--- src/rtl/sys_tile_addr_gen.sv ---
// sys_tile_addr_gen
//   Streams one TILE x TILE tile of addresses per request on three independent
//   channels: A operand (ROW_M x COL_M), W operand (COL_M x COL_N) and result C
//   (ROW_M x COL_N). Beats outside the matrix on edge tiles are flagged as pad
//   beats (address 0) so the consumer can inject zeros.
//
// Ports
//   clk, reset                 clock (rising edge), async active-low reset
//   tile_i/tile_j/tile_k       tile indices, sampled on a channel start
//   w_transpose                W walk order (1 = column-major), sampled on start_w
//   start_a/start_w/start_c    per-channel request pulse
//   ready_a/ready_w/ready_c    consumer accepts the current beat
//   addr_a/addr_w/addr_res     registered beat address
//   valid_*/pad_*/busy_*       beat valid, beat is padding, channel mid-burst
//   done_*                     one-cycle pulse after the last handshake
//   err                        one-cycle pulse after an out-of-range start
//
// Addresses are computed in 32 bits and truncated, so ADDR_WIDTH <= 32.

module sys_tile_addr_gen #(
  parameter int unsigned ROW_M      = 5,
  parameter int unsigned COL_M      = 4,
  parameter int unsigned COL_N      = 6,
  parameter int unsigned TILE       = 2,
  parameter int unsigned ADDR_WIDTH = 12,
  parameter int unsigned A_ADDR     = 32'h000,
  parameter int unsigned W_ADDR     = 32'h100,
  parameter int unsigned C_ADDR     = 32'h200,
  localparam int unsigned TM   = (ROW_M + TILE - 1) / TILE,
  localparam int unsigned TK   = (COL_M + TILE - 1) / TILE,
  localparam int unsigned TN   = (COL_N + TILE - 1) / TILE,
  localparam int unsigned TMAX = (TM > TK) ? ((TM > TN) ? TM : TN) : ((TK > TN) ? TK : TN),
  localparam int unsigned TW   = $clog2(TMAX) + 1
) (
  input  logic                  clk,
  input  logic                  reset,
  input  logic [TW-1:0]         tile_i,
  input  logic [TW-1:0]         tile_j,
  input  logic [TW-1:0]         tile_k,
  input  logic                  w_transpose,
  input  logic                  start_a,
  input  logic                  start_w,
  input  logic                  start_c,
  input  logic                  ready_a,
  input  logic                  ready_w,
  input  logic                  ready_c,
  output logic [ADDR_WIDTH-1:0] addr_a,
  output logic [ADDR_WIDTH-1:0] addr_w,
  output logic [ADDR_WIDTH-1:0] addr_res,
  output logic                  valid_a,
  output logic                  valid_w,
  output logic                  valid_c,
  output logic                  pad_a,
  output logic                  pad_w,
  output logic                  pad_c,
  output logic                  busy_a,
  output logic                  busy_w,
  output logic                  busy_c,
  output logic                  done_a,
  output logic                  done_w,
  output logic                  done_c,
  output logic                  err
);

  localparam int unsigned   CW   = $clog2(TILE);
  localparam logic [CW-1:0] LAST = CW'(TILE - 1);

  // Channel index: 0 = A, 1 = W, 2 = C.
  logic [2:0] w_start;
  logic [2:0] w_ready;
  logic [2:0] w_in_range;
  logic [31:0] w_row0_in [3];
  logic [31:0] w_col0_in [3];

  assign w_start = {start_c, start_w, start_a};
  assign w_ready = {ready_c, ready_w, ready_a};
  assign w_in_range = {
    (32'(tile_i) < TM) && (32'(tile_j) < TN),
    (32'(tile_k) < TK) && (32'(tile_j) < TN),
    (32'(tile_i) < TM) && (32'(tile_k) < TK)
  };

  always_comb begin
    w_row0_in[0] = 32'(tile_i) * TILE;
    w_col0_in[0] = 32'(tile_k) * TILE;
    w_row0_in[1] = 32'(tile_k) * TILE;
    w_col0_in[1] = 32'(tile_j) * TILE;
    w_row0_in[2] = 32'(tile_i) * TILE;
    w_col0_in[2] = 32'(tile_j) * TILE;
  end

  wire [2:0]            w_run;
  wire [2:0]            w_pad;
  wire [2:0]            w_done;
  wire [2:0]            w_rej;
  wire [ADDR_WIDTH-1:0] w_addr [3];

  for (genvar g = 0; g < 3; g++) begin : g_chan
    localparam int unsigned ROWS = (g == 1) ? COL_M : ROW_M;
    localparam int unsigned COLS = (g == 0) ? COL_M : COL_N;
    localparam int unsigned BASE = (g == 0) ? A_ADDR : ((g == 1) ? W_ADDR : C_ADDR);

    logic                  r_run;
    logic                  r_done;
    logic                  r_pad;
    logic                  r_trans;
    logic [CW-1:0]         r_r;
    logic [CW-1:0]         r_c;
    logic [31:0]           r_row0;
    logic [31:0]           r_col0;
    logic [ADDR_WIDTH-1:0] r_addr;

    logic                  w_run_d;
    logic                  w_done_d;
    logic                  w_pad_d;
    logic                  w_trans_d;
    logic                  w_rej_d;
    logic                  w_last;
    logic [CW-1:0]         w_r_d;
    logic [CW-1:0]         w_c_d;
    logic [31:0]           w_row0_d;
    logic [31:0]           w_col0_d;
    logic [31:0]           w_row;
    logic [31:0]           w_col;
    logic [31:0]           w_full;
    logic [ADDR_WIDTH-1:0] w_addr_d;

    always_comb begin
      w_run_d   = r_run;
      w_done_d  = 1'b0;
      w_trans_d = r_trans;
      w_rej_d   = 1'b0;
      w_r_d     = r_r;
      w_c_d     = r_c;
      w_row0_d  = r_row0;
      w_col0_d  = r_col0;
      w_last    = (r_r == LAST) && (r_c == LAST);

      if (!r_run) begin
        if (w_start[g]) begin
          if (w_in_range[g]) begin
            w_run_d   = 1'b1;
            w_r_d     = '0;
            w_c_d     = '0;
            w_row0_d  = w_row0_in[g];
            w_col0_d  = w_col0_in[g];
            w_trans_d = (g == 1) ? w_transpose : 1'b0;
          end else begin
            w_rej_d = 1'b1;
          end
        end
      end else if (w_ready[g]) begin
        if (w_last) begin
          w_run_d  = 1'b0;
          w_done_d = 1'b1;
          w_r_d    = '0;
          w_c_d    = '0;
        end else if (r_trans) begin
          // Column-major: r is the inner counter.
          if (r_r == LAST) begin
            w_r_d = '0;
            w_c_d = r_c + CW'(1);
          end else begin
            w_r_d = r_r + CW'(1);
          end
        end else begin
          if (r_c == LAST) begin
            w_c_d = '0;
            w_r_d = r_r + CW'(1);
          end else begin
            w_c_d = r_c + CW'(1);
          end
        end
      end

      // The next beat's address is computed ahead so the outputs are registered.
      w_row    = w_row0_d + 32'(w_r_d);
      w_col    = w_col0_d + 32'(w_c_d);
      w_full   = BASE + w_row * COLS + w_col;
      w_pad_d  = w_run_d && ((w_row >= ROWS) || (w_col >= COLS));
      w_addr_d = (w_run_d && !w_pad_d) ? ADDR_WIDTH'(w_full) : '0;
    end

    always_ff @(posedge clk or negedge reset) begin
      if (!reset) begin
        r_run   <= 1'b0;
        r_done  <= 1'b0;
        r_pad   <= 1'b0;
        r_trans <= 1'b0;
        r_r     <= '0;
        r_c     <= '0;
        r_row0  <= '0;
        r_col0  <= '0;
        r_addr  <= '0;
      end else begin
        r_run   <= w_run_d;
        r_done  <= w_done_d;
        r_pad   <= w_pad_d;
        r_trans <= w_trans_d;
        r_r     <= w_r_d;
        r_c     <= w_c_d;
        r_row0  <= w_row0_d;
        r_col0  <= w_col0_d;
        r_addr  <= w_addr_d;
      end
    end

    assign w_run[g]  = r_run;
    assign w_pad[g]  = r_pad;
    assign w_done[g] = r_done;
    assign w_rej[g]  = w_rej_d;
    assign w_addr[g] = r_addr;
  end

  logic r_err;

  always_ff @(posedge clk or negedge reset) begin
    if (!reset) begin
      r_err <= 1'b0;
    end else begin
      r_err <= |w_rej;
    end
  end

  assign addr_a   = w_addr[0];
  assign addr_w   = w_addr[1];
  assign addr_res = w_addr[2];
  assign valid_a  = w_run[0];
  assign valid_w  = w_run[1];
  assign valid_c  = w_run[2];
  assign busy_a   = w_run[0];
  assign busy_w   = w_run[1];
  assign busy_c   = w_run[2];
  assign pad_a    = w_pad[0];
  assign pad_w    = w_pad[1];
  assign pad_c    = w_pad[2];
  assign done_a   = w_done[0];
  assign done_w   = w_done[1];
  assign done_c   = w_done[2];
  assign err      = r_err;

endmodule

--- config.mk ---
export PLATFORM = sky130hd
export DESIGN_NAME = sys_tile_addr_gen
export DESIGN_NICKNAME = d
export VERILOG_FILES = /design/src/rtl/sys_tile_addr_gen.sv
export SDC_FILE = /design/constraint.sdc
export NUM_CORES = 1
export LEC_CHECK = 0
export BUFFER_PORTS_ARGS = -buffer_cell sky130_fd_sc_hd__buf_2
export CORE_ASPECT_RATIO = 1.1
export CORE_MARGIN = 5
export CORE_UTILIZATION = 45
export DETAILED_ROUTE_END_ITERATION = 6
export PLACE_DENSITY = 0.64
export SYNTH_ARGS = -nofsm -noshare
export SYNTH_HDL_FRONTEND = slang
export SYNTH_SLANG_ARGS = --single-unit
--- constraint.sdc ---
create_clock -name clk -period 7.7 [get_ports clk]
set_input_delay 0 -clock clk [delete_from_list [all_inputs] [get_ports clk]]
set_output_delay 0 -clock clk [all_outputs]
set_load 0.02 [all_outputs]
**Word-level counts from Yosys, hierarchy flattened**

Cells that the tools add are included.

- Input bits: 18
- Register bits: 245
- Output and inout port bits: 49

- Bitwise operators: 1
- Add/subtract/negate cells: 17
- $lt $le $gt $ge: 9
- Muxes and demuxes: 94
- $mul: 2
- Reduce and logical (&&, ||, !) cells: 20

Operators with widths:

| operator | count |
|---|---|
| $mux 32 | 18 |
| $add 32x1->32 | 6 |
| $ge 32x3->1 const B | 6 |
| $mux 1 | 73 |
| $mul 32x2->11 const B | 2 |
| $add 12x12->12 | 3 |
| $mux 12 | 3 |
| $add 10x12->12 const A | 1 |
| $add 9x12->12 const A | 1 |
| $logic_and 1x1->1 | 12 |
| $lt 3x2->1 const B | 3 |
| $add 1x1->1 const B | 6 |
| $logic_not 1->1 | 3 |
| $logic_or 1x1->1 | 3 |
| $reduce_and 3->1 | 1 |
| $reduce_or 3->1 | 1 |
| $not 1->1 | 1 |

**Longest topological paths before layout**

- Word-level depth: 13
- Gate-level depth with buffers: 28

**Worst setup path before layout**

No wires, ideal clock.

- Path kind: reg-to-reg
- Start point: reg g_chan[1].r_run, in the netlist busy_w
- End point: reg g_chan[1].r_addr[11], in the netlist addr_w[11]
- Stages on the path, launching flop included: 28
- Arrival: 5.632 ns
- Path slack: 1.931 ns
- Setup time: 0.137 ns
- Buffers on the path: 4
- Cell sequence: dfrtp_1 nor2b_1 nand2_1 buf_2 clkbuf_1 clkbuf_1 clkbuf_1 and2_1 ha_1 ha_1 inv_1 o41a_1 a21oi_1 nor2_1 ha_1 o221ai_1 nand2_1 a21boi_0 o21a_1 or2_2 ha_1 inv_1 ha_1 a2111oi_0 o31ai_1 xnor2_1 xnor2_1 nor3_1

- Longest elaborated chain between the ends: 8
- Elaborated cells on any way between the ends: 17

RTL lines:

| what | RTL line | text |
|---|---|---|
| start, declared | 103 | `logic r_run;` |
| start signal, assigned | 196 | `r_run <= w_run_d;` |
| $mux 32 (*) | 139 | `if (!r_run) begin` |
| named net g_chan[1].w_row0_d[0] | 121 | `logic [31:0] w_row0_d;` |
| $add 32x1->32 (*) | 177 | `w_row = w_row0_d + 32'(w_r_d);` |
| branches (longest 5 deep; another with $mul 32x2->11) | n/a |  |
| $mux 12 (*) | 181 | `w_addr_d = (w_run_d && !w_pad_d) ? ADDR_WIDTH'(w_full) : '0;` |
| named net g_chan[1].w_addr_d[11] | 126 | `logic [ADDR_WIDTH-1:0] w_addr_d;` |
| end signal, assigned | 204 | `r_addr <= w_addr_d;` |
| end, declared | 111 | `logic [ADDR_WIDTH-1:0] r_addr;` |

Mark *: on every way through the listed nets, which the timed path passes.
A chain may end at the register's enable or synchronous reset.

**Worst setup path in the final report**

- Start point: reg g_chan[1].r_run, in the netlist busy_w
- End point: reg g_chan[1].r_addr[11], in the netlist addr_w[11]

- Longest elaborated chain between the ends: 8
- Elaborated cells on any way between the ends: 17

RTL lines:

| what | RTL line | text |
|---|---|---|
| $mux 1 (*) | 139 |  |
| named net g_chan[1].w_r_d | 119 | `logic [CW-1:0] w_r_d;` |
| $add 32x1->32 (*) | 177 |  |
| branches (longest 5 deep; another with $mul 32x2->11) | n/a |  |
| $mux 12 (*) | 181 |  |
| named net g_chan[1].w_addr_d[11] | 126 |  |

Marks and branches as above.

==> flow_summary.ini <==
[clock_network]
clock_path_buffers = 3
cts_hold_buf = 15
tritoncts = done
cts_inserted_buffers = 27
cts_sinks = 245
post_cts_buffers = 0
cts.clk_slew.worst_paths_ns = 0.07
ctsRootBufferMaster = clkbuf_16
cts_resized = 0
insertion_delay_ns = 0.55
cts_htree_levels = 1

[critical_path]
worst-setup-path-type = register to register
endpoint = addr_w[11]$_DFF_PN0_
timing.rr.end = addr_w[11]$_DFF_PN0_
start_kind = register
rrSetupSlack_ns = 1.90
startpoint = busy_w$_DFF_PN0_
crit_fanout = 13
worstPathRequired_ns = 8.15
r2r_start = busy_w$_DFF_PN0_
worstSetupEndpointType = register
rr_worst_depth = 23
arrival_ns = 6.25

[power]
power_leakage_nw = 8.09
p_per_area_nw_per_um2 = 234
p_switching_mw = 1.44
p_int_mw = 2.67
sequentialPowerShare = 0.372
p_sw_frac = 0.350
combPwrFrac = 0.310
p_clk_frac = 0.317
vdd_drop_max_uv = 188

[final_layout]
n_antenna_cell = 0
finalNonFillerCells = 2238
final_nets = 1882
nFillCells = 3282
syn_to_final_growth_pct = 11.1
stdcell_area_um2 = 17500
drive_above_1_share = 0.0959

[sta]
rsz0062_at_grt = no
fin_tns_setup_ns = 0
timing.slew.headroom = 0.215
period_share = 0.753
finalCriticalPeriod_ns = 5.80
fin_hold_ws_ns = -0.00475
setup_viol = 0
worst_slew_pin_slew_ns = 1.17
hold_violations = 5
max_freq_ghz = 0.173
maxSlewViolCount = 0
clock-skew-final_ns = 0.0213

[synthesis]
syn_nets = 1827
ys.flop_type = dfrtp_1
synth_area_um2 = 15800
synth_xor_area_frac = 0.0694
synth-simple-area-share = 0.286
ys_types = 95
yosysSeqAreaShare = 0.388
syn_area_per_cell_um2 = 9.18
yosys.area_share.adder = 0.0724
synth_compound_area_frac = 0.134
ys_seq_elements = 245
synthArstFlopShare = 1.00
synthCells = 1720
yosysWarnings = 0
synth_top_family_by_area = simple AND/OR/NAND/NOR gates
synthMuxAreaShare = 0.0139
synth_edf_count = 0

[routing]
postRouteAntennaNets = 0
routedLengthMet1_um = 18000
drc = 0
drt_iter0_drc = 771
vias_per_cell = 5.78
wl_met3_um = 1950
wirelength_um = 40300
dr.max_layer_used = met4
wl_met2_um = 19200
drtPass1Iterations = 5
num_vias = 12900
wl_per_cell_um = 18.0

[placed_design]
gp_congestion = 0.919
dp_cells = 2175
io_buffer_count = 66
postPlaceCellArea_um2 = 16500
hpwl_um = 29400

[global_route]
antenna_found_initial = 0
grt_pass1_vias = 12600
grt-ovfl-total = 0
gr-usage-all-layers = 0.206
grt_pass1_wl_um = 66300
grt_max_degree = 164

[die]
fp.coreArea_um2 = 35000
rows = 72
die_h_um = 206
initial_core_util = 0.452
dieArea_um2 = 38900
io_pins = 67
die_x_um = 189

[outcome]
violations = negative hold slack
status = finished with violations

[flow_run]
drv_cap = 0

[min_path]
hp-class = input pin to async pin
[worst min path at each step]
stage / startpoint / endpoint / slack, ns
2_1_floorplan: reset / async pin / -0.30
3_3_place_gp: reset / addr_res[3]$_DFF_PN0_ / 0.02
3_5_place_dp: reset / addr_res[7]$_DFF_PN0_ / 0.02
4_1_cts: reset / addr_res[5]$_DFF_PN0_ / 0.04
5_1_grt: tile_j[2] / err$_DFF_PN0_ / 0.04
6_report: reset / addr_res[7]$_DFF_PN0_ / -0.005
[placed cells by master (no fill, tap or decap), drive strengths merged, types with 9 or more instances in the layout]
cell / Yosys / routed
a21o: 16 / 16
dfrtp: 245 / 245
and3: 37 / 37
a21oi: 60 / 60
nand2b: 10 / 10
ha: 85 / 85
nand4: 70 / 70
nor4: 27 / 27
inv: 72 / 72
xor2: 54 / 54
nor3b: 13 / 13
xnor2: 66 / 66
o211ai: 9 / 9
or3: 9 / 9
clkbuf: 43 / 36
buf: 23 / 77
o21ai: 39 / 39
nor2: 127 / 127
o31ai: 16 / 16
a31oi: 15 / 15
nand3: 77 / 77
nand2: 145 / 145
a21boi: 10 / 10
nor3: 52 / 52
nor2b: 14 / 14
dlygate4sd3: 0 / 15
a2111oi: 12 / 12
and4: 19 / 19
and2: 176 / 176
mux2i: 13 / 13
o21a: 9 / 9
a211oi: 19 / 19
[stage by stage]
stage	utilization	worst slack [ns]	power [mW]
2_1_floorplan	-	1.93	2.43
3_3_place_gp	0.472	2.16	2.80
3_5_place_dp	0.472	2.00	2.81
4_1_cts	0.502	1.95	4.15
5_1_grt	0.502	1.35	4.36
6_report	0.502	1.90	4.11
[critical path: stages (launching register included)]
cell,delay [ns]
dfrtp_1,0.43
nor2b_1,0.45
nand2_2,0.27
a32o_1,0.33
ha_1,0.25
ha_1,0.29
nand2b_1,0.20
a21o_1,0.19
a21oi_1,0.25
nor2_1,0.09
ha_1,0.22
o221ai_1,0.19
nand2_1,0.11
a21boi_0,0.17
o21a_1,0.22
or2_2,0.30
ha_1,0.27
inv_1,0.04
ha_1,0.21
a2111oi_0,0.55
o31ai_1,0.21
xnor2_1,0.17
xnor2_1,0.14
nor3_1,0.15
[synth_stat cells (all sizes together) (15+ instances only)]
cell type / number / area (um2)
xnor2: 66 / 578
a21o: 16 / 120
o21ai: 39 / 195
nor3: 52 / 260
and4: 19 / 166
nand2: 145 / 547
and2: 176 / 1100
and3: 37 / 231
xor2: 54 / 473
inv: 72 / 270
nand4: 70 / 444
a211oi: 19 / 148
o31ai: 16 / 120
a21oi: 60 / 308
nor4: 27 / 234
a31oi: 15 / 93.8
ha: 85 / 1060
dfrtp: 245 / 6130
nand3: 77 / 390
clkbuf: 43 / 163
nor2: 127 / 482
buf: 23 / 138
[kinds of logic after synthesis]
kind of cell / Yosys count
xor gates and xnor gates: 122
adders and majority gates: 89
AOI/OAI and AO/OA: 285
buffers and inverters: 139
and+or+nand+nor: 819
DFF: 245
muxes: 21
[flip-flops by register name, summed over array words and instances, names as in the netlist, named ones only]
| register | cells |
|---|---|
| addr_w | 12 |
| done_a | 1 |
| busy_a | 1 |
| g_chan.r_r | 3 |
| err | 1 |
| addr_res | 12 |
| busy_w | 1 |
| g_chan.r_c | 3 |
| done_w | 1 |
| done_c | 1 |
| pad_a | 1 |
| pad_w | 1 |
| g_chan.r_row0 | 94 |
| busy_c | 1 |
| g_chan.r_col0 | 96 |
| g_chan.r_trans | 1 |
| addr_a | 12 |
| pad_c | 1 |
[layer usage]
metal / vias up / global-route usage
li1: 6312 / -
met4: 0 / 0.0677
met3: 79 / 0.0277
met2: 305 / 0.348
met1: 6236 / 0.275
met5: - / 0
[final cells by class]
type / instances / area (um2) / share of cell area
timing repair buffer: 92 / 586 / 0.0334
sequential: 245 / 6130 / 0.350
inverter: 73 / 274 / 0.0156
clock inverter: 12 / 128 / 0.00728
multi-input combinational: 1336 / 9090 / 0.518
tap: 444 / 556 / 0.0317
clock buffer: 36 / 769 / 0.0439
[power groups by stage]
stage | Clock [mW] | Combinational, mW | Sequential, mW
after floorplan | 0 | 0.848 | 1.58
after global placement | 0 | 1.26 | 1.55
after detailed placement | 0 | 1.26 | 1.55
after CTS | 1.34 | 1.28 | 1.53
after global routing | 1.40 | 1.42 | 1.55
final | 1.30 | 1.28 | 1.53
Power figures use the tool's default switching activity.
